File: config.mk
export PLATFORM = sky130hd
export DESIGN_NAME = ysyx_23060201_lsu
export DESIGN_NICKNAME = d
export VERILOG_FILES = /design/src/rtl/ysyx_23060201_pkg.sv /design/src/rtl/ysyx_23060201_lsu_align.sv /design/src/rtl/ysyx_23060201_lsu.sv
export SDC_FILE = /design/constraint.sdc
export NUM_CORES = 1
export LEC_CHECK = 0
export ABC_AREA = 1
export BUFFER_PORTS_ARGS = -buffer_cell sky130_fd_sc_hd__buf_2
export CAP_MARGIN = 15
export CORE_MARGIN = 1.5
export CORE_UTILIZATION = 47
export CTS_CLUSTER_DIAMETER = 60
export DETAILED_ROUTE_END_ITERATION = 6
export PLACE_DENSITY = 0.81
export RECOVER_POWER = 100
export SETUP_SLACK_MARGIN = 0.4
export SLEW_MARGIN = 5
export SYNTH_ARGS = -nofsm -noshare
export SYNTH_HDL_FRONTEND = slang
export SYNTH_HIERARCHICAL = 1
export SYNTH_SLANG_ARGS = --single-unit
File: constraint.sdc
create_clock -name clk -period 1.6 [get_ports clk]
set_input_delay 0.32 -clock clk [delete_from_list [all_inputs] [get_ports clk]]
set_output_delay 0.32 -clock clk [all_outputs]
set_load 0.01 [all_outputs]
File: src/rtl/ysyx_23060201_pkg.sv
// Shared LSU types: FSM states, funct3 encodings, timeout length
// and the access-legality check used at request accept.
package ysyx_23060201_pkg;

  typedef enum logic [1:0] {
    S_IDLE,
    S_REQ,
    S_WAIT,
    S_RESP
  } lsu_state_e;

  localparam logic [2:0] F3_LB  = 3'b000;
  localparam logic [2:0] F3_LH  = 3'b001;
  localparam logic [2:0] F3_LW  = 3'b010;
  localparam logic [2:0] F3_LBU = 3'b100;
  localparam logic [2:0] F3_LHU = 3'b101;
  localparam logic [2:0] F3_SB  = 3'b000;
  localparam logic [2:0] F3_SH  = 3'b001;
  localparam logic [2:0] F3_SW  = 3'b010;

  localparam int unsigned LSU_TIMEOUT_CYCLES = 255;

  function automatic logic lsu_illegal(
    input logic       ren,
    input logic       wen,
    input logic [2:0] f3,
    input logic [1:0] off
  );
    logic ill;
    ill = 1'b0;
    if (ren && wen) begin
      ill = 1'b1;
    end else if (ren) begin
      case (f3)
        F3_LB, F3_LBU: ill = 1'b0;
        F3_LH, F3_LHU: ill = off[0];
        F3_LW:         ill = |off;
        default:       ill = 1'b1;
      endcase
    end else if (wen) begin
      case (f3)
        F3_SB:   ill = 1'b0;
        F3_SH:   ill = off[0];
        F3_SW:   ill = |off;
        default: ill = 1'b1;
      endcase
    end
    return ill;
  endfunction

endpackage

File: src/rtl/ysyx_23060201_lsu_align.sv
// Byte-lane steering: store shift/mask and load extract/extend.
module ysyx_23060201_lsu_align
  import ysyx_23060201_pkg::*;
#(
  parameter int DATA_WIDTH = 32
) (
  input  logic [2:0]            funct3_i,
  input  logic [1:0]            off_i,
  input  logic [DATA_WIDTH-1:0] wdata_i,
  input  logic [DATA_WIDTH-1:0] rdata_i,
  output logic [DATA_WIDTH-1:0] st_wdata_o,
  output logic [7:0]            st_wmask_o,
  output logic [DATA_WIDTH-1:0] ld_data_o
);

  logic [4:0]            shamt;
  logic [DATA_WIDTH-1:0] ld_sh;

  assign shamt      = {off_i, 3'b000};
  assign st_wdata_o = wdata_i << shamt;
  assign ld_sh      = rdata_i >> shamt;

  always_comb begin
    st_wmask_o = 8'h00;
    case (funct3_i)
      F3_SB:   st_wmask_o = {4'h0, 4'b0001 << off_i};
      F3_SH:   st_wmask_o = {4'h0, 4'b0011 << off_i};
      default: st_wmask_o = 8'h0F;
    endcase
  end

  always_comb begin
    ld_data_o = ld_sh;
    case (funct3_i)
      F3_LB:   ld_data_o = {{(DATA_WIDTH-8){ld_sh[7]}}, ld_sh[7:0]};
      F3_LH:   ld_data_o = {{(DATA_WIDTH-16){ld_sh[15]}}, ld_sh[15:0]};
      F3_LBU:  ld_data_o = {{(DATA_WIDTH-8){1'b0}}, ld_sh[7:0]};
      F3_LHU:  ld_data_o = {{(DATA_WIDTH-16){1'b0}}, ld_sh[15:0]};
      default: ld_data_o = ld_sh;
    endcase
  end

endmodule

File: src/rtl/ysyx_23060201_lsu.sv
// Single-outstanding load/store unit with a 4-state request FSM.
// Optional WAIT timeout: define YSYX_23060201_LSU_TIMEOUT_EN.
module ysyx_23060201_lsu
  import ysyx_23060201_pkg::*;
#(
  parameter int ADDR_WIDTH = 32,
  parameter int DATA_WIDTH = 32
) (
  input  logic                  clk,
  input  logic                  rst_n,
  input  logic                  in_valid,
  output logic                  in_ready,
  input  logic                  in_ren,
  input  logic                  in_wen,
  input  logic [2:0]            in_funct3,
  input  logic [ADDR_WIDTH-1:0] in_addr,
  input  logic [DATA_WIDTH-1:0] in_wdata,
  output logic                  mem_req,
  output logic                  mem_we,
  output logic [ADDR_WIDTH-1:0] mem_addr,
  output logic [DATA_WIDTH-1:0] mem_wdata,
  output logic [7:0]            mem_wmask,
  input  logic                  mem_rsp_valid,
  input  logic [DATA_WIDTH-1:0] mem_rsp_rdata,
  output logic                  out_valid,
  input  logic                  out_ready,
  output logic [DATA_WIDTH-1:0] out_rdata,
  output logic                  out_err
);

  lsu_state_e            state_q, state_d;
  logic                  ren_q, ren_d;
  logic                  wen_q, wen_d;
  logic [2:0]            f3_q, f3_d;
  logic [ADDR_WIDTH-1:0] addr_q, addr_d;
  logic [DATA_WIDTH-1:0] wdata_q, wdata_d;
  logic [DATA_WIDTH-1:0] rdata_q, rdata_d;
  logic                  err_q, err_d;
  logic [DATA_WIDTH-1:0] st_wdata, ld_data;
  logic [7:0]            st_wmask;
  logic                  in_req;
`ifdef YSYX_23060201_LSU_TIMEOUT_EN
  logic [7:0]            cnt_q, cnt_d;
`endif

  ysyx_23060201_lsu_align #(
    .DATA_WIDTH (DATA_WIDTH)
  ) u_align (
    .funct3_i   (f3_q),
    .off_i      (addr_q[1:0]),
    .wdata_i    (wdata_q),
    .rdata_i    (mem_rsp_rdata),
    .st_wdata_o (st_wdata),
    .st_wmask_o (st_wmask),
    .ld_data_o  (ld_data)
  );

  always_comb begin
    logic ill;
    ill     = 1'b0;
    state_d = state_q;
    ren_d   = ren_q;
    wen_d   = wen_q;
    f3_d    = f3_q;
    addr_d  = addr_q;
    wdata_d = wdata_q;
    rdata_d = rdata_q;
    err_d   = err_q;
`ifdef YSYX_23060201_LSU_TIMEOUT_EN
    cnt_d   = cnt_q;
`endif
    unique case (state_q)
      S_IDLE: begin
        if (in_valid) begin
          ren_d   = in_ren;
          wen_d   = in_wen;
          f3_d    = in_funct3;
          addr_d  = in_addr;
          wdata_d = in_wdata;
          ill = lsu_illegal(in_ren, in_wen,
                            in_funct3, in_addr[1:0]);
          if (ill || !(in_ren || in_wen)) begin
            state_d = S_RESP;
            rdata_d = '0;
            err_d   = ill;
          end else begin
            state_d = S_REQ;
          end
        end
      end
      S_REQ: begin
        state_d = S_WAIT;
`ifdef YSYX_23060201_LSU_TIMEOUT_EN
        cnt_d   = 8'd0;
`endif
      end
      S_WAIT: begin
        if (mem_rsp_valid) begin
          state_d = S_RESP;
          rdata_d = ren_q ? ld_data : '0;
          err_d   = 1'b0;
        end
`ifdef YSYX_23060201_LSU_TIMEOUT_EN
        else if (cnt_q == 8'(LSU_TIMEOUT_CYCLES - 1)) begin
          state_d = S_RESP;
          rdata_d = '0;
          err_d   = 1'b1;
        end else begin
          cnt_d = cnt_q + 8'd1;
        end
`endif
      end
      S_RESP: begin
        if (out_ready) state_d = S_IDLE;
      end
      default: state_d = S_IDLE;
    endcase
  end

  always_ff @(posedge clk or negedge rst_n) begin
    if (!rst_n) begin
      state_q <= S_IDLE;
      ren_q   <= 1'b0;
      wen_q   <= 1'b0;
      f3_q    <= 3'b000;
      addr_q  <= '0;
      wdata_q <= '0;
      rdata_q <= '0;
      err_q   <= 1'b0;
`ifdef YSYX_23060201_LSU_TIMEOUT_EN
      cnt_q   <= 8'd0;
`endif
    end else begin
      state_q <= state_d;
      ren_q   <= ren_d;
      wen_q   <= wen_d;
      f3_q    <= f3_d;
      addr_q  <= addr_d;
      wdata_q <= wdata_d;
      rdata_q <= rdata_d;
      err_q   <= err_d;
`ifdef YSYX_23060201_LSU_TIMEOUT_EN
      cnt_q   <= cnt_d;
`endif
    end
  end

  // All memory-side outputs are gated so they read 0 outside REQ.
  assign in_req    = (state_q == S_REQ);
  assign in_ready  = (state_q == S_IDLE);
  assign mem_req   = in_req;
  assign mem_we    = in_req & wen_q;
  assign mem_addr  = in_req ? {addr_q[ADDR_WIDTH-1:2], 2'b00} : '0;
  assign mem_wdata = in_req ? st_wdata : '0;
  assign mem_wmask = (in_req && wen_q) ? st_wmask : 8'h00;
  assign out_valid = (state_q == S_RESP);
  assign out_rdata = out_valid ? rdata_q : '0;
  assign out_err   = out_valid & err_q;

endmodule

Word-level counts from Yosys, hierarchy flattened
Cells that the tools add are included.
{"block": "word_totals", "regBits": 104}
{"block": "classes", "shift": 4, "n_bitwise": 2, "mux": 27, "reduce_logical": 15, "eq_ne": 14}
{"op": "2-to-1 mux 32 bit", "count": 7}
{"op": "case mux 32 bit (4 select lines)", "count": 1}
{"op": "case mux 32 bit (2 select lines)", "count": 1}
{"op": "left shift 32 x 5 -> 32 bit", "count": 1}
{"op": ">> shifter 32 x 5 -> 32 bit", "count": 1}
{"op": "== test 3 bit (second input constant)", "count": 4}
{"op": "2-to-1 mux 1 bit", "count": 8}
{"op": "2-to-1 mux 2 bit", "count": 4}
{"op": "2-to-1 mux 8 bit", "count": 1}
{"op": "case mux 2 bit (4 select lines)", "count": 1}
{"op": "case mux 4 bit (2 select lines)", "count": 1}
{"op": "== test 3 x 1 -> 1 bit (second input constant)", "count": 2}
{"op": "logical NOT 3 bit", "count": 2}
{"op": "case mux 1 bit (3 select lines)", "count": 2}
{"op": "OR reduction 2 bit", "count": 3}
{"op": "== test 2 bit (second input constant)", "count": 2}
{"op": "!= test 2 x 1 -> 1 bit (second input constant)", "count": 2}
{"op": "!= test 2 bit (second input constant)", "count": 2}
{"op": "AND reduction 4 bit", "count": 1}
{"op": "left shift 1 x 2 -> 4 bit (first input constant)", "count": 1}
{"op": "left shift 2 x 2 -> 4 bit (first input constant)", "count": 1}
{"op": "== test 3 x 2 -> 1 bit (second input constant)", "count": 1}
{"op": "AND reduction 3 bit", "count": 1}
{"op": "AND 1 bit", "count": 2}
{"op": "8 further kinds", "count": 10}

Longest topological paths before layout
Gate-level depths: netlist (run 1).
{"block": "depth", "ltp_word": 11, "depth_mapped": 12, "ltp_nobuf": 10}

By module
The synthesis (run 1) kept the hierarchy.
{"mod": "ysyx_23060201_lsu", "seq_area_each_um2": 2602.5, "area_each_um2": 5248.8, "cells_each": 763, "instances": 1}
{"mod": "ysyx_23060201_lsu_align", "seq_area_each_um2": 0.0, "area_each_um2": 1406.3, "cells_each": 277, "instances": 1}

Least setup slack after synthesis (run 1)
No wires, ideal clock.
{"block": "synth_timing", "path_kind": "reg-to-output", "startpoint": "register state_q[1]", "endpoint": "output port mem_addr[10]", "n_path_buf": 2, "slack_ns": -0.081, "path_stages_with_launch": 7, "t_arrival_ns": 1.361, "cell_sequence": "dfrtp_1 inv_1 ha_1 clkbuf_1 clkbuf_1 nand2_1 inv_1"}
{"block": "synth_via", "elab_chain_len": 2}
{"item": "start, declared", "line": "ysyx_23060201_lsu.sv:31", "rtl": "lsu_state_e state_q, state_d;"}
{"item": "start signal, assigned", "line": "ysyx_23060201_lsu.sv:134", "rtl": "state_q <= state_d;"}
{"item": "== test 2 x 1 -> 1 bit", "line": "ysyx_23060201_lsu.sv:149", "rtl": "assign in_req = (state_q == S_REQ);"}
{"item": "named net mem_req", "line": "ysyx_23060201_lsu.sv:18", "rtl": "output logic mem_req,"}
{"item": "2-to-1 mux 32 bit", "line": "ysyx_23060201_lsu.sv:153", "rtl": "assign mem_addr = in_req ? {addr_q[ADDR_WIDTH-1:2], 2'b00} : '0;"}
{"item": "end, declared", "line": "ysyx_23060201_lsu.sv:20", "rtl": "output logic [ADDR_WIDTH-1:0] mem_addr,"}
The timed path passes the listed nets, and every way through them passes these cells.

Worst setup path after layout (run 1)
{"block": "layout_timing", "startpoint": "register addr_q[0]", "endpoint": "output port mem_wdata[29]"}
{"block": "layout_via", "elab_chain_len": 2}
{"item": "start, declared", "line": "ysyx_23060201_lsu.sv:35", "rtl": "logic [ADDR_WIDTH-1:0] addr_q, addr_d;"}
{"item": "start signal, assigned", "line": "ysyx_23060201_lsu.sv:138", "rtl": "addr_q <= addr_d;"}
{"item": "left shift 32 x 5 -> 32 bit", "line": "ysyx_23060201_lsu_align.sv:20", "rtl": "assign st_wdata_o = wdata_i << shamt;"}
{"item": "named net st_wdata[29]", "line": "ysyx_23060201_lsu.sv:39", "rtl": "logic [DATA_WIDTH-1:0] st_wdata, ld_data;"}
{"item": "2-to-1 mux 32 bit", "line": "ysyx_23060201_lsu.sv:154", "rtl": "assign mem_wdata = in_req ? st_wdata : '0;"}
{"item": "end, declared", "line": "ysyx_23060201_lsu.sv:21", "rtl": "output logic [DATA_WIDTH-1:0] mem_wdata,"}
The timed path passes the listed nets, and every way through them passes these cells.

==> results of run 1 <==
-- kinds of logic after synthesis --
| family | Yosys count | share of synthesized area, % |
|---|---|---|
| simple gates | 635 | 39.2 |
| buf+inv | 236 | 15.8 |
| flops | 104 | 39.1 |
| compound gates | 59 | 5.08 |
| fa+ha+maj | 4 | 0.752 |
| other cells | 2 | 0.113 |
-- synth_stat cells (7+ instances only) --
cell,count,share of area (%)
nand3_1,60,4.5
buf_6,9,1.5
inv_1,167,9.4
buf_2,22,1.7
a22oi_1,15,1.7
nand3_2,11,1.7
a21oi_1,7,0.53
clkbuf_1,18,1.0
dfrtp_1,104,39
o21ai_0,33,2.5
nand2_1,485,27
nor2_1,67,3.8
buf_4,11,1.2
-- layer usage --
| metal | vias to the layer above | track usage, % | wire [um] |
|---|---|---|---|
| met5 | - | 0 | 26 |
| met4 | 4 | 15.8 | 2660 |
| met3 | 247 | 6.37 | 3590 |
| met2 | 734 | 53.1 | 15200 |
| met1 | 3933 | 36.2 | 9820 |
| li1 | 3647 | - | - |
-- cell usage in the layout, fill, tap and decap left out, types with 12 or more instances in the layout --
cell type	count
buf_4	34
dfrtp_1	99
buf_6	87
nand3_1	32
o21ai_0	12
inv_1	100
buf_12	23
a22oi_1	15
nand2_1	302
o21ai_1	17
nand2_4	87
buf_2	143
nor2_1	47
inv_2	69
clkbuf_16	25
nand3_2	37
buf_16	17
nand2_2	97
nor2_2	15
-- critical path, cell delays in order, from the launching register on --
cell	delay (ns)
dfrtp_2	0.47
buf_12	0.18
o21ai_1	0.38
o21ai_1	0.19
nand2_1	0.12
inv_2	0.03
buf_2	0.12
-- final timing paths --
| check | slack, ns | endpoint | start |
|---|---|---|---|
| worst max-delay path | -0.57 | mem_wdata[29] | addr_q[0] |
| worst min-delay path | 0.16 | addr_q[23] | in_addr[23] |
| worst max register to register | -0.30 | addr_q[28] | state_q[1] |
| worst min register to register | 0.51 | wdata_q[26] | wdata_q[26] |
| max in group asynchronous | 0.10 | state_q[0] | rst_n |
| min in group asynchronous | 0.37 | rdata_q[6] | rst_n |
-- cell type report --
type                    instances  area (um2)  share of cell area [%]
inverters                     173         684                    5.93
clock buffers                  11         233                    2.02
well taps                     180         225                    1.95
diodes                          4        10.0                  0.0867
multi-input cells             710        4380                    37.9
flip-flops and latches        104        2610                    22.6
repair buffers                326        3340                    29.0
clock inverters                 5        57.6                   0.499
-- state kept, by name, summed over array words and instances (netlist names) --
name	flops
err_q	1
state_q	2
wdata_q	32
rdata_q	32
ren_q	1
wen_q	1
addr_q	32
f3_q	3
-- timing repair --
item                       CTS  global route
setup buffers               29            17
pin swaps                   31            42
setup endpoints to repair  207           207
cloned                      21            23
resized for setup          102           424
-- through the flow --
stage / TNS, ns / instance area, um2 / setup WS, ns
2_1_floorplan: 0 / 6900 / 0.114
3_3_place_gp: -0.311 / 8070 / -0.0608
3_5_place_dp: -0.732 / 8070 / -0.0840
4_1_cts: -29.40 / 9490 / -0.343
5_1_grt: -66.54 / 11500 / -0.553
6_report: -56.54 / 11500 / -0.571
-- power breakdown --
| group | internal, mW | switching, mW |
|---|---|---|
| combinational | 6.90 | 8.90 |
| sequential | 3.75 | 1.30 |
| clock | 1.22 | 1.08 |
==> impl_metrics.env, run 1 <==
export IMPL_place_inst=1403
export IMPL_io_buffers=208
export IMPL_min_period_ns=2.17
export IMPL_p_leak_nw=7.15
export IMPL_syn_to_final_growth_pct=73.4
export IMPL_postCtsHoldBufs=0
export IMPL_finalWeightedCongestion=0.940
export IMPL_cts_sinks=104
export IMPL_start_util_pct=48.1
export IMPL_insertion_delay_ns=0.35
export IMPL_die_area_um2=14900
export IMPL_drt_total_wl_mm=31.3
export IMPL_slew_viol_final=0
export IMPL_antenna_found_initial=6
export IMPL_cts_tree="built"
export IMPL_path_class="flop to primary output"
export IMPL_yosys_cell_types_count=29
export IMPL_status="finished with violations"
export IMPL_drcViolationCount=3
export IMPL_synth_yosys_seq_area_share_pct=39.1
export IMPL_violations="design-rule violations, negative setup slack"
export IMPL_synthCells=1040
export IMPL_drive_gt1_share_pct=51.7
export IMPL_rsz0062_at_grt="yes"
export IMPL_die_w_um=122
export IMPL_firstDrtPassIters=7
export IMPL_maxCapViolCount=0
export IMPL_pin_count=215
export IMPL_ant_nets=0
export IMPL_endpoint_kind="primary output"
export IMPL_grt_pass1_wl_mm=35.3
export IMPL_core_area_um2=13800
export IMPL_layout_setup_ws_ns=-0.571
export IMPL_synth_edf_count=0
export IMPL_die_h_um=122
export IMPL_htree_levels=3
export IMPL_nNetsFinal=1434
export IMPL_finalNonFillerCells=1513
export IMPL_setup_violations=206
export IMPL_grt_pass1_vias=7091
export IMPL_synthFlopType="dfrtp_1"
export IMPL_required_ns=1.28
export IMPL_cts_root_buffer="clkbuf_16"
export IMPL_cp_arrival_ns=1.85
export IMPL_postSynthAreaPerCell_um2=6.40
export IMPL_vias_per_cell=5.66
export IMPL_yosys_register_bits=104
export IMPL_async_reset_ff_share_pct=100
export IMPL_grt_max_degree=105
export IMPL_drtIter0Drc=1136
export IMPL_grt_usage_pct=30.8
export IMPL_gr_total_overflow=0
export IMPL_hold_depth=3
export IMPL_power_mw=23.2
export IMPL_hold_class="primary input to flop"
export IMPL_syn_area_um2=6660
export IMPL_skew_ns=0.00994
export IMPL_ys_warnings_count=6
export IMPL_worst_pin_slew_ns=1.50
export IMPL_min_period_over_period_pct=136
export IMPL_max_slew_margin_rel_pct=0.140
export IMPL_clk_pin_slew_ns=0.08
export IMPL_p_per_area_nw_per_um2=2010
export IMPL_dp_hpwl_mm=13.0
export IMPL_timing_fmax_mhz=461
export IMPL_clk_path_buf_depth=2
export IMPL_worstRegToRegCells=12
export IMPL_cts_made_buffers=9
export IMPL_routed_via_count=8565
export IMPL_hold_viol=0
export IMPL_wire_per_inst_um=20.7
export IMPL_hold_slack_ns=0.163
export IMPL_nFillCells=729
export IMPL_irDropWorstVdd_mv=1.27
export IMPL_startpoint_type="flop"
export IMPL_post_route_util_pct=83.5
export IMPL_crit_path_max_fanout=17
export IMPL_rows=43
No activity file was read; power rests on OpenSTA's default activity.
==> inputs of run 2 (changes only) <==
==> constraint.sdc (replaced) <==
create_clock -name clk -period 1.6 [get_ports clk]
set_input_delay 0.24 -clock clk [delete_from_list [all_inputs] [get_ports clk]]
set_output_delay 0.24 -clock clk [all_outputs]
set_load 0.01 [all_outputs]
==> impl_metrics.env, run 2 <==
export IMPL_crit_endpoint="mem_wdata[18]"
export IMPL_synthFlopType="dfrtp_1"
export IMPL_finalWeightedCongestion=0.927
export IMPL_htree_levels=3
export IMPL_synth_fa_ha_area_share_pct=0.752
export IMPL_synth_compound_area_share_pct=5.08
export IMPL_synth_common_cells="nand2_1, inv_1, dfrtp_1"
export IMPL_place_inst=1401
export IMPL_grt_max_degree=61
export IMPL_postSynthAreaPerCell_um2=6.40
export IMPL_synthCells=1040
export IMPL_dp_hpwl_mm=13.5
export IMPL_pin_count=215
export IMPL_gr_total_overflow=312
export IMPL_toolErrorMsg="[ERROR GRT-0232] Routing congestion too high. Check the congestion heatmap in the GUI."
export IMPL_io_buffers=208
export IMPL_cts_root_buffer="clkbuf_16"
export IMPL_synth_yosys_seq_area_share_pct=39.1
export IMPL_async_reset_ff_share_pct=100
export IMPL_synth_area_leaders="dfrtp_1, nand2_1, inv_1"
export IMPL_die_w_um=122
export IMPL_ys_warnings_count=6
export IMPL_cts_made_buffers=9
export IMPL_synth_largest_area_cell="dfrtp_1"
export IMPL_rows=43
export IMPL_post_synth_top_count_cell="nand2_1"
export IMPL_synth_simple_area_share_pct=39.2
export IMPL_stop_stage="global routing"
export IMPL_yosys_cell_types_count=29
export IMPL_synthMuxAreaShare_pct=0
export IMPL_status="did not finish"
export IMPL_grt_usage_pct=87.3
export IMPL_placed_cell_area_um2=8260
export IMPL_netlist_area_leader_share_pct=39.1
export IMPL_die_h_um=122
export IMPL_synthXorXnorAreaFrac_pct=0
export IMPL_syn_area_um2=6660
export IMPL_yosys_register_bits=104
export IMPL_synth_edf_count=0
export IMPL_clk_path_buf_depth=2
export IMPL_cts_sinks=104
export IMPL_start_util_pct=48.1
export IMPL_worst_path_end_type="top-level output"
export IMPL_synth_top_family_by_area="simple AND/OR/NAND/NOR gates"
run 2: cell counts after synthesis:
Identical to the previous run, type by type.
run 2: metal layers:
layer | track usage [%] | overflow
met1 | 82.2 | 2
met3 | 73.8 | 8
met5 | 37.2 | 1
met2 | 104 | 188
met4 | 97.4 | 113
run 2: stage by stage:
stage          hold slack [ns]  setup slack [ns]
2_1_floorplan          -0.0556             0.190
3_3_place_gp             0.254           -0.0352
3_5_place_dp             0.254           -0.0750
4_1_cts                 0.0707            -0.310
run 2: kinds of logic after synthesis:
group	Yosys count
adders and majority gates	4
buffers and inverters	236
and+or+nand+nor	635
DFF	104
AOI/OAI and AO/OA	59
other	2
run 2: timing repair:
| action | 4_1_cts |
|---|---|
| cloned | 45 |
| endpoints found under the setup margin | 207 |
| setup buffers | 74 |
| resized for setup | 383 |
| pin swaps | 77 |
| hold buffers | 1 |
| endpoints found under the hold margin | 104 |
==> inputs of run 3 (changes only) <==
--- a/config.mk
+++ b/config.mk
@@ -9,12 +9,10 @@
 export BUFFER_PORTS_ARGS = -buffer_cell sky130_fd_sc_hd__buf_2
 export CAP_MARGIN = 15
 export CORE_MARGIN = 1.5
-export CORE_UTILIZATION = 47
-export CTS_CLUSTER_DIAMETER = 60
+export CORE_UTILIZATION = 35
 export DETAILED_ROUTE_END_ITERATION = 6
-export PLACE_DENSITY = 0.81
+export PLACE_DENSITY_LB_ADDON = 0.15
 export RECOVER_POWER = 100
-export SETUP_SLACK_MARGIN = 0.4
 export SLEW_MARGIN = 5
 export SYNTH_ARGS = -nofsm -noshare
 export SYNTH_HDL_FRONTEND = slang
==> constraint.sdc (replaced) <==
create_clock -name clk -period 2.1 [get_ports clk]
set_input_delay 0.315 -clock clk [delete_from_list [all_inputs] [get_ports clk]]
set_output_delay 0.315 -clock clk [all_outputs]
set_load 0.01 [all_outputs]
==> impl_metrics.env, run 3 (synthesized netlist as in run 1, its figures left out) <==
export IMPL_gr_total_overflow=0
export IMPL_io_buffers=208
export IMPL_min_period_over_period_pct=99.0
export IMPL_die_h_um=141
export IMPL_startpoint_type="flop"
export IMPL_required_ns=1.78
export IMPL_timing_fmax_mhz=481
export IMPL_wire_per_inst_um=13.4
export IMPL_dp_hpwl_mm=14.1
export IMPL_drt_total_wl_mm=19.7
export IMPL_min_period_ns=2.08
export IMPL_skew_ns=0.00514
export IMPL_reg2reg_slack_ns=0.10
export IMPL_endpoint_kind="primary output"
export IMPL_drive_gt1_share_pct=19.6
export IMPL_hold_slack_ns=0.140
export IMPL_cts_tree="built"
export IMPL_hold_viol=0
export IMPL_clk_path_buf_depth=2
export IMPL_layout_setup_ws_ns=0.0217
export IMPL_nNetsFinal=1346
export IMPL_reg_top3="addr_q: 32 flops, rdata_q: 32 flops, wdata_q: 32 flops"
export IMPL_drcViolationCount=0
export IMPL_start_util_pct=35.6
export IMPL_insertion_delay_ns=0.36
export IMPL_maxCapViolCount=0
export IMPL_power_mw=11.4
export IMPL_grt_max_degree=64
export IMPL_ant_nets=0
export IMPL_antenna_found_initial=4
export IMPL_die_w_um=141
export IMPL_cts_sinks=104
export IMPL_hp_start="in_addr[13]"
export IMPL_die_area_um2=19900
export IMPL_pin_count=215
export IMPL_post_route_util_pct=44.0
export IMPL_final_cell_area_um2=8230
export IMPL_rr_startpoint="state_q[0]"
export IMPL_drtIter0Drc=434
export IMPL_grt_usage_pct=20.0
export IMPL_place_inst=1448
export IMPL_rsz0062_at_grt="yes"
export IMPL_core_area_um2=18700
export IMPL_layout_common_cells="nand2_1, inv_1, buf_2"
export IMPL_crit_path_max_fanout=6
export IMPL_tns_ns=0
export IMPL_num_antenna_cells=0
export IMPL_post_place_ws_ns=0.225
export IMPL_p_per_area_nw_per_um2=1380
export IMPL_finalWeightedCongestion=0.862
export IMPL_nFillCells=2123
export IMPL_irDropWorstVdd_mv=0.498
export IMPL_htree_levels=3
export IMPL_grt_pass1_vias=6316
export IMPL_placed_cell_area_um2=7840
export IMPL_clk_pin_slew_ns=0.08
export IMPL_worst_pin_slew_ns=0.904
export IMPL_cts_root_buffer="clkbuf_16"
export IMPL_cp_arrival_ns=1.76
export IMPL_syn_to_final_growth_pct=23.7
export IMPL_hold_class="primary input to flop"
export IMPL_setup_violations=0
export IMPL_path_class="flop to primary output"
export IMPL_p_leak_nw=5.36
export IMPL_grt_pass1_wl_mm=31.6
export IMPL_vias_per_cell=4.55
export IMPL_firstDrtPassIters=5
export IMPL_layout_commonest_cell="nand2_1"
export IMPL_slew_viol_final=0
export IMPL_status="completed"
export IMPL_finalNonFillerCells=1475
export IMPL_max_slew_margin_rel_pct=39.7
export IMPL_cts_made_buffers=9
export IMPL_routed_via_count=6705
export IMPL_rows=50
export IMPL_critPathLaunch="addr_q[1]"
run 3: power by group:
part           leakage [nW]  total [mW]  switching, mW  internal [mW]
combinational          3.87        6.16           3.97           2.19
sequential             1.34        3.46          0.612           2.85
clock                 0.152        1.76          0.872          0.883
run 3: path summary, 6_finish.rpt:
check,end,depth (start not counted)
min reg2reg,rdata_q[5],2
max in group asynchronous,wdata_q[17],3
min,addr_q[13],3
max reg2reg,rdata_q[0],7
min in group asynchronous,rdata_q[6],2
max,mem_wdata[2],6
run 3: metal layers:
| layer | GRT usage [%] | part of all wire, % |
|---|---|---|
| met5 | 0 | 0.21 |
| met1 | 25.4 | 45 |
| met3 | 4.72 | 6.1 |
| met4 | 5.10 | 1.1 |
| met2 | 34.3 | 48 |
run 3: area by class of cell:
| class | instances | area (um2) | share of cell area [%] |
|---|---|---|---|
| clock inverters | 6 | 67.6 | 0.821 |
| repair inverters | 1 | 5.00 | 0.0608 |
| flip-flops and latches | 104 | 2610 | 31.7 |
| clock buffers | 10 | 239 | 2.90 |
| inverters | 173 | 656 | 7.96 |
| repair buffers | 241 | 1290 | 15.7 |
| well taps | 234 | 293 | 3.56 |
| multi-input cells | 706 | 3080 | 37.4 |
run 3: timing repair:
action	CTS	global route
setup buffers	0	6
gates cloned	0	4
pin swaps	0	10
hold buffers	1	0
setup endpoints to repair	28	30
resized for setup	10	21
endpoints found under the hold margin	31	0
run 3: critical path, stage by stage, from the launching register on:
cell and delay, ns:
dfrtp_2 0.46, nor2_4 0.29, clkinvlp_4 0.27, nor2_1 0.14
nand2_1 0.06, inv_1 0.06, buf_2 0.12
